### config.mk
export PLATFORM = sky130hd
export DESIGN_NAME = riscv_fetch_stage
export DESIGN_NICKNAME = d
export VERILOG_FILES = /design/src/rtl/riscv_pkg.sv /design/src/rtl/riscv_if_id_reg.sv /design/src/rtl/riscv_fetch_stage.sv
export SDC_FILE = /design/constraint.sdc
export NUM_CORES = 1
export LEC_CHECK = 0
export CAP_MARGIN = 5
export CORE_MARGIN = 2
export CORE_UTILIZATION = 45
export CTS_CLUSTER_DIAMETER = 40
export DETAILED_ROUTE_END_ITERATION = 8
export PLACE_DENSITY = 0.81
export SETUP_SLACK_MARGIN = 0.4
export SLEW_MARGIN = 20
export SYNTH_ARGS = -nofsm -noshare
export SYNTH_HDL_FRONTEND = slang
export SYNTH_HIERARCHICAL = 1
export SYNTH_SLANG_ARGS = --single-unit
export TNS_END_PERCENT = 20
### constraint.sdc
create_clock -name clk -period 2.79 [get_ports clk]
set_input_delay 0.558 -clock clk [delete_from_list [all_inputs] [get_ports clk]]
set_output_delay 0.558 -clock clk [all_outputs]
set_load 0.005 [all_outputs]
### src/rtl/riscv_pkg.sv
// Shared definitions for the RISC-V front end: data width, the canonical
// NOP encoding and the fetch-stage FSM state type.
package riscv_pkg;

    localparam int XLEN = 32;

    // addi x0, x0, 0
    localparam logic [XLEN-1:0] NOP_INSTR = 32'h0000_0013;

    typedef enum logic [1:0] {
        IDLE = 2'd0,
        REQ  = 2'd1,
        WAIT = 2'd2,
        DROP = 2'd3
    } fetch_state_t;

endpackage

### src/rtl/riscv_if_id_reg.sv
// IF/ID pipeline register with valid/ready hand-off to decode.
// Holds pc/instr stable while valid and decode is not ready. A load always
// wins; otherwise a clear (flush) or a decode acceptance empties the register.
// Optional macro FETCH_MISALIGN_TRAP_EN adds a misaligned-target flag.
module riscv_if_id_reg
    import riscv_pkg::*;
(
    input  logic            clk,
    input  logic            rst_n,
    input  logic            load,
    input  logic            clear,
    input  logic            ready,
    input  logic [XLEN-1:0] load_pc,
    input  logic [XLEN-1:0] load_instr,
`ifdef FETCH_MISALIGN_TRAP_EN
    input  logic            load_misalign,
    output logic            misalign,
`endif
    output logic            valid,
    output logic [XLEN-1:0] pc,
    output logic [XLEN-1:0] instr
);

    // Capture a new entry, or drop the held one on flush / decode acceptance
    always_ff @(posedge clk) begin
        if (!rst_n) begin
            valid    <= 1'b0;
            pc       <= '0;
            instr    <= '0;
`ifdef FETCH_MISALIGN_TRAP_EN
            misalign <= 1'b0;
`endif
        end else if (load) begin
            valid    <= 1'b1;
            pc       <= load_pc;
            instr    <= load_instr;
`ifdef FETCH_MISALIGN_TRAP_EN
            misalign <= load_misalign;
`endif
        end else if (clear || ready) begin
            valid    <= 1'b0;
        end
    end

endmodule

### src/rtl/riscv_fetch_stage.sv
// Instruction fetch stage: single-outstanding-request fetch FSM
// (IDLE/REQ/WAIT/DROP) feeding the IF/ID register.
// Optional macro FETCH_MISALIGN_TRAP_EN: a misaligned redirect target issues
// no memory request and instead presents a NOP tagged with if_misalign_o.
// Without it, redirect targets are forced to word alignment.
module riscv_fetch_stage
    import riscv_pkg::*;
#(
    parameter logic [XLEN-1:0] RESET_PC = 32'h0000_0000
) (
    input  logic            clk,
    input  logic            rst_n,
    input  logic            flush_i,
    input  logic [XLEN-1:0] redirect_pc_i,
    output logic            imem_req_o,
    output logic [XLEN-1:0] imem_addr_o,
    input  logic            imem_valid_i,
    input  logic [XLEN-1:0] imem_rdata_i,
`ifdef FETCH_MISALIGN_TRAP_EN
    output logic            if_misalign_o,
`endif
    output logic            if_valid_o,
    output logic [XLEN-1:0] if_pc_o,
    output logic [XLEN-1:0] if_instr_o,
    input  logic            id_ready_i
);

    fetch_state_t    state;
    fetch_state_t    state_next;
    logic [XLEN-1:0] pc;
    logic [XLEN-1:0] pc_next;
    logic [XLEN-1:0] target;
    logic            pc_ok;
    logic            can_issue;
    logic            req;
    logic            ifid_load;
    logic            ifid_clear;
    logic [XLEN-1:0] load_pc;
    logic [XLEN-1:0] load_instr;
`ifdef FETCH_MISALIGN_TRAP_EN
    logic            load_misalign;
    logic            bad_target;

    // Keep the raw target; a misaligned pc simply never fetches until the
    // trap handler redirects again.
    assign target     = redirect_pc_i;
    assign bad_target = flush_i && (redirect_pc_i[1:0] != 2'b00);
    assign pc_ok      = (pc[1:0] == 2'b00);
`else
    assign target     = redirect_pc_i & {{(XLEN-2){1'b1}}, 2'b00};
    assign pc_ok      = 1'b1;
`endif

    // Only one response may be in flight: request only if IF/ID will have room
    assign can_issue   = !if_valid_o || id_ready_i;
    assign imem_req_o  = req;
    assign imem_addr_o = req ? pc : '0;

    // State and fetch pc registers
    always_ff @(posedge clk) begin
        if (!rst_n) begin
            state <= IDLE;
            pc    <= RESET_PC;
        end else begin
            state <= state_next;
            pc    <= pc_next;
        end
    end

    // Next-state, request and IF/ID control; flush overrides pc and kills IF/ID
    always_comb begin
        state_next = state;
        pc_next    = pc;
        req        = 1'b0;
        ifid_load  = 1'b0;
        ifid_clear = 1'b0;
        load_pc    = pc;
        load_instr = imem_rdata_i;
`ifdef FETCH_MISALIGN_TRAP_EN
        load_misalign = 1'b0;
`endif

        case (state)
            IDLE: begin
                state_next = REQ;
            end
            REQ: begin
                if (!flush_i && can_issue && pc_ok) begin
                    req        = 1'b1;
                    state_next = WAIT;
                end
            end
            WAIT: begin
                if (flush_i) begin
                    // A response coinciding with the flush is stale: drop it now,
                    // otherwise wait for it in DROP.
                    state_next = imem_valid_i ? REQ : DROP;
                end else if (imem_valid_i) begin
                    ifid_load  = 1'b1;
                    pc_next    = pc + XLEN'(4);
                    state_next = REQ;
                end
            end
            DROP: begin
                if (imem_valid_i) begin
                    state_next = REQ;
                end
            end
            default: begin
                state_next = IDLE;
            end
        endcase

        if (flush_i) begin
            pc_next    = target;
            ifid_clear = 1'b1;
        end

`ifdef FETCH_MISALIGN_TRAP_EN
        if (bad_target) begin
            ifid_load     = 1'b1;
            load_pc       = target;
            load_instr    = NOP_INSTR;
            load_misalign = 1'b1;
        end
`endif
    end

    riscv_if_id_reg u_if_id (
        .clk           (clk),
        .rst_n         (rst_n),
        .load          (ifid_load),
        .clear         (ifid_clear),
        .ready         (id_ready_i),
        .load_pc       (load_pc),
        .load_instr    (load_instr),
`ifdef FETCH_MISALIGN_TRAP_EN
        .load_misalign (load_misalign),
        .misalign      (if_misalign_o),
`endif
        .valid         (if_valid_o),
        .pc            (if_pc_o),
        .instr         (if_instr_o)
    );

endmodule

==> results.py, run 1 <==
metrics = {
    "run_status": {
        "status": "finished, final reports clean",
    },
    "floorplanning": {
        "dieArea_sq_um": 10900,
        "num_rows": 36,
        "die_h_um": 104,
        "core_area_sq_um": 9770,
        "initial_utilization_pct": 46.5,
        "fp.dieW_um": 104,
        "pin_count": 167,
    },
    "power": {
        "p_comb_share_pct": 11.7,
        "power.switching_uw": 697,
        "power_frac_clock_pct": 32.9,
        "p_int_mw": 1.98,
        "leakagePower_nw": 2.39,
        "swShare_pct": 26.1,
        "vdd_drop_max_mv": 0.240,
        "power_frac_seq_pct": 55.4,
        "power_density_nw_per_um2": 410,
    },
    "final_layout": {
        "syn_to_final_growth_pct": 43.6,
        "drive_gt1_share_pct": 7.13,
        "final_core_util_pct": 66.7,
        "fin_nets": 710,
    },
    "timing": {
        "hold_viol_final": 0,
        "max_freq_mhz": 405,
        "setup_viol": 0,
        "tightestPinTransition_ns": 0.592,
        "fin_crit_ns": 2.47,
        "fin_tns_setup_ns": 0,
        "slew_viol_final": 0,
        "rsz0062_at_grt": "true",
        "relSlewSlack_pct": 60.5,
        "skew_ns": 0.0147,
        "fin_crit_sh_pct": 88.5,
    },
    "synthesis": {
        "ys_async_sr_fraction_pct": 0,
        "synthDistinctLibCells": 46,
        "synth_top_cell_by_area": "dfxtp_1",
        "syn-cell-area_sq_um": 4540,
        "synthAdderAreaFrac_pct": 0.275,
        "synth_top_family_by_area": "simple AND/OR/NAND/NOR gates",
        "synth_xor_area_share_pct": 1.54,
        "yosys_most_used_dff": "dfxtp_1",
        "synth-simple-area-share_pct": 26.5,
        "ys_ff_latch": 97,
        "syn-instance-count": 477,
        "netlist.area_leader.share_pct": 42.8,
        "synthTopCellsByArea": "dfxtp_1 43%, mux2i_1 14%, nor2b_1 9.2%, and2_1 4.4%, o21ai_0 2.9%",
        "synth_area_per_cell_sq_um": 9.52,
        "synth-compound-area-share_pct": 10.0,
        "seq_area_frac_synth_pct": 42.8,
        "yosysWarnings": 6,
        "yosys-mux-area-fraction_pct": 14.3,
        "synth_edf_count": 0,
    },
    "cts": {
        "postCtsHoldBufs": 0,
        "cts_sinks": 97,
        "htree_levels": 3,
        "root_buffer": "clkbuf_8",
        "cts_inserted_buffers": 9,
        "clk_latency_ns": 0.36,
        "cts.reportedPaths.clkPinSlew_ns": 0.09,
        "cts_tree": "done",
        "clockBufferDepth": 2,
    },
    "critical_path": {
        "cp.required_ns": 2.23,
        "worstSetupEndpointType": "output port",
        "start_kind": "input pin",
        "path_max_fanout": 10,
        "critical_path_arrival_ns": 1.91,
        "crit_type": "in2out",
        "worst_r2r_endpoint": "load_pc[19]$_SDFFE_PN0P_",
        "r2r_cells": 5,
        "r2r_start": "load_pc[7]$_SDFFE_PN0P_",
        "r2r_slack_ns": 0.62,
    },
    "routing": {
        "vias_per_cell": 5.24,
        "drc": 0,
        "detail_route.first_pass.iterations": 4,
        "ant_nets": 0,
        "routedWlPerCell_um": 15.5,
        "drt-initial-drc-count": 151,
        "wl_um": 12000,
        "routed-via-count": 4080,
    },
    "placed_design": {
        "gp_congestion": 0.798,
        "port_buffers": 162,
        "dpl.hpwl_um": 8340,
    },
    "grt": {
        "antenna_found_initial": 1,
        "grt_max_degree": 66,
        "grt_pass1_wl_um": 19900,
        "grt_pass1_vias": 3997,
        "grtUsageTotal_pct": 22.0,
        "overflow": 0,
    },
    "run": {
        "cap_violations": 0,
    },
    "min_path": {
        "hp-start": "u_if_id/pc[30]$_SDFFE_PN0P_",
        "worstHoldPathCells": 2,
        "min_path_type": "reg2reg",
        "hold_end": "u_if_id/pc[30]$_SDFFE_PN0P_",
    },
}
[synthesized netlist by cell type, types with 4 or more instances]
cell       n
or4_1      8
nor3_1    14
mux2i_1   65
clkbuf_1  19
o21ai_0   26
a31oi_1    8
inv_1      4
xnor2_1    4
buf_2      5
xor2_1     4
nor3b_1    4
and2_1    32
buf_6      6
and3_1     5
a21oi_1    7
nor2_1    11
nand3_1   10
nor2b_1   67
nand2_1   16
o31ai_1    6
o311a_1    4
o21a_1     5
and4_1     7
nand2b_1   5
nand4_1    9
dfxtp_1   97
[what timing repair did]
| action | 4_1_cts | 5_1_grt |
|---|---|---|
| endpoints found under the setup margin | 31 | 21 |
| resized for setup | 34 | 4 |
| hold endpoints to repair | 0 | 0 |
| gates cloned | 1 | 0 |
| setup buffers | 4 | 2 |
| pin swaps | 1 | 1 |
[worst max-delay path, stage by stage]
cell	delay, ns
dlygate4sd2_1	0.25
o2111a_2	0.30
buf_4	0.15
buf_12	0.12
buf_6	0.12
and2_1	0.15
dlygate4sd2_1	0.26
[stage by stage]
stage | worst slack (ns) | hold WS, ns | instance area [sq um] | instances | power, mW
after floorplan | 0.729 | 0.484 | 4550 | 480 | 1.64
after global placement | 0.124 | 0.494 | 6270 | 755 | 1.81
after detailed placement | 0.112 | 0.502 | 6270 | 755 | 1.82
after CTS | 0.272 | 0.526 | 6500 | 776 | 2.70
after global routing | 0.277 | 0.541 | 6520 | 779 | 2.78
final | 0.320 | 0.519 | 6520 | 779 | 2.68
[worst max path at each step]
| stage | end | start | cells after the start | slack (ns) |
|---|---|---|---|---|
| after floorplan | load_pc[21]$_SDFFE_PN0P_ | imem_valid_i | 6 | 0.73 |
| after global placement | imem_addr_o[3] | id_ready_i | 5 | 0.12 |
| after detailed placement | imem_addr_o[3] | id_ready_i | 5 | 0.11 |
| after CTS | imem_addr_o[9] | id_ready_i | 6 | 0.27 |
| after global routing | imem_addr_o[21] | id_ready_i | 7 | 0.28 |
| final | imem_addr_o[21] | id_ready_i | 7 | 0.32 |
[cells by family (layout without fill, tap and decap cells)]
family,Yosys count,in the layout
simple gates,197,197
flops,97,97
compound gates,69,69
mux,65,65
buf+inv,39,204
xor+xnor,8,8
fa+ha+maj,1,1
other cells,1,5
[area by class of cell]
class                           instances  area, sq um
Sequential cell                        97         1940
Timing Repair Buffer                  183         1790
Tap cell                              133          166
Inverter                                5         18.8
Fill cell                             812         3250
Clock buffer                           10          138
Antenna cell                            1         2.50
Clock inverter                          6         47.5
Multi-Input combinational cell        344         2410
[cells in the final DEF (no fill, tap or decap), types with 8 or more instances in the layout]
| master | instances |
|---|---|
| clkdlybuf4s50_1 | 132 |
| dfxtp_1 | 96 |
| nor2b_1 | 67 |
| mux2i_1 | 65 |
| and2_1 | 32 |
| o21ai_0 | 26 |
| dlygate4sd2_1 | 25 |
| nand2_1 | 16 |
| buf_4 | 15 |
| nor3_1 | 14 |
| nor2_1 | 10 |
| nand3_1 | 10 |
| clkbuf_8 | 10 |
| nand4_1 | 9 |
| or4_1 | 8 |
| a31oi_1 | 8 |
[routing by layer]
| metal | vias to the layer above | global-route usage (%) | share of wire [%] |
|---|---|---|---|
| met1 | 1900 | 28.3 | 44 |
| met5 | - | 0 | 0 |
| met4 | 0 | 7.43 | 1.9 |
| met2 | 148 | 36.3 | 47 |
| li1 | 2013 | - | - |
| met3 | 19 | 5.20 | 6.9 |
[registers in the layout, indices dropped and copies added, names as in the netlist]
register       count
state              2
load_pc           30
u_if_id/pc        32
u_if_id/instr     32
u_if_id/valid      1
[power by group through the flow]
stage | Clock [mW] | Sequential, mW | Combinational (mW)
after global placement | 0 | 1.51 | 0.297
final | 0.881 | 1.48 | 0.314
after floorplan | 0 | 1.49 | 0.144
after CTS | 0.904 | 1.48 | 0.313
after detailed placement | 0 | 1.51 | 0.304
after global routing | 0.952 | 1.49 | 0.343
No activity file was read; power rests on OpenSTA's default activity.
==> run 2, diff against run 1 <==
--- a/config.mk
+++ b/config.mk
@@ -10,6 +10,7 @@
 export CORE_UTILIZATION = 45
 export CTS_CLUSTER_DIAMETER = 40
 export DETAILED_ROUTE_END_ITERATION = 8
+export GPL_ROUTABILITY_DRIVEN = 0
 export PLACE_DENSITY = 0.81
 export SETUP_SLACK_MARGIN = 0.4
 export SLEW_MARGIN = 20
==> results of run 2 <==
The final DEF is identical to that of run 1; final timing and power are the same.
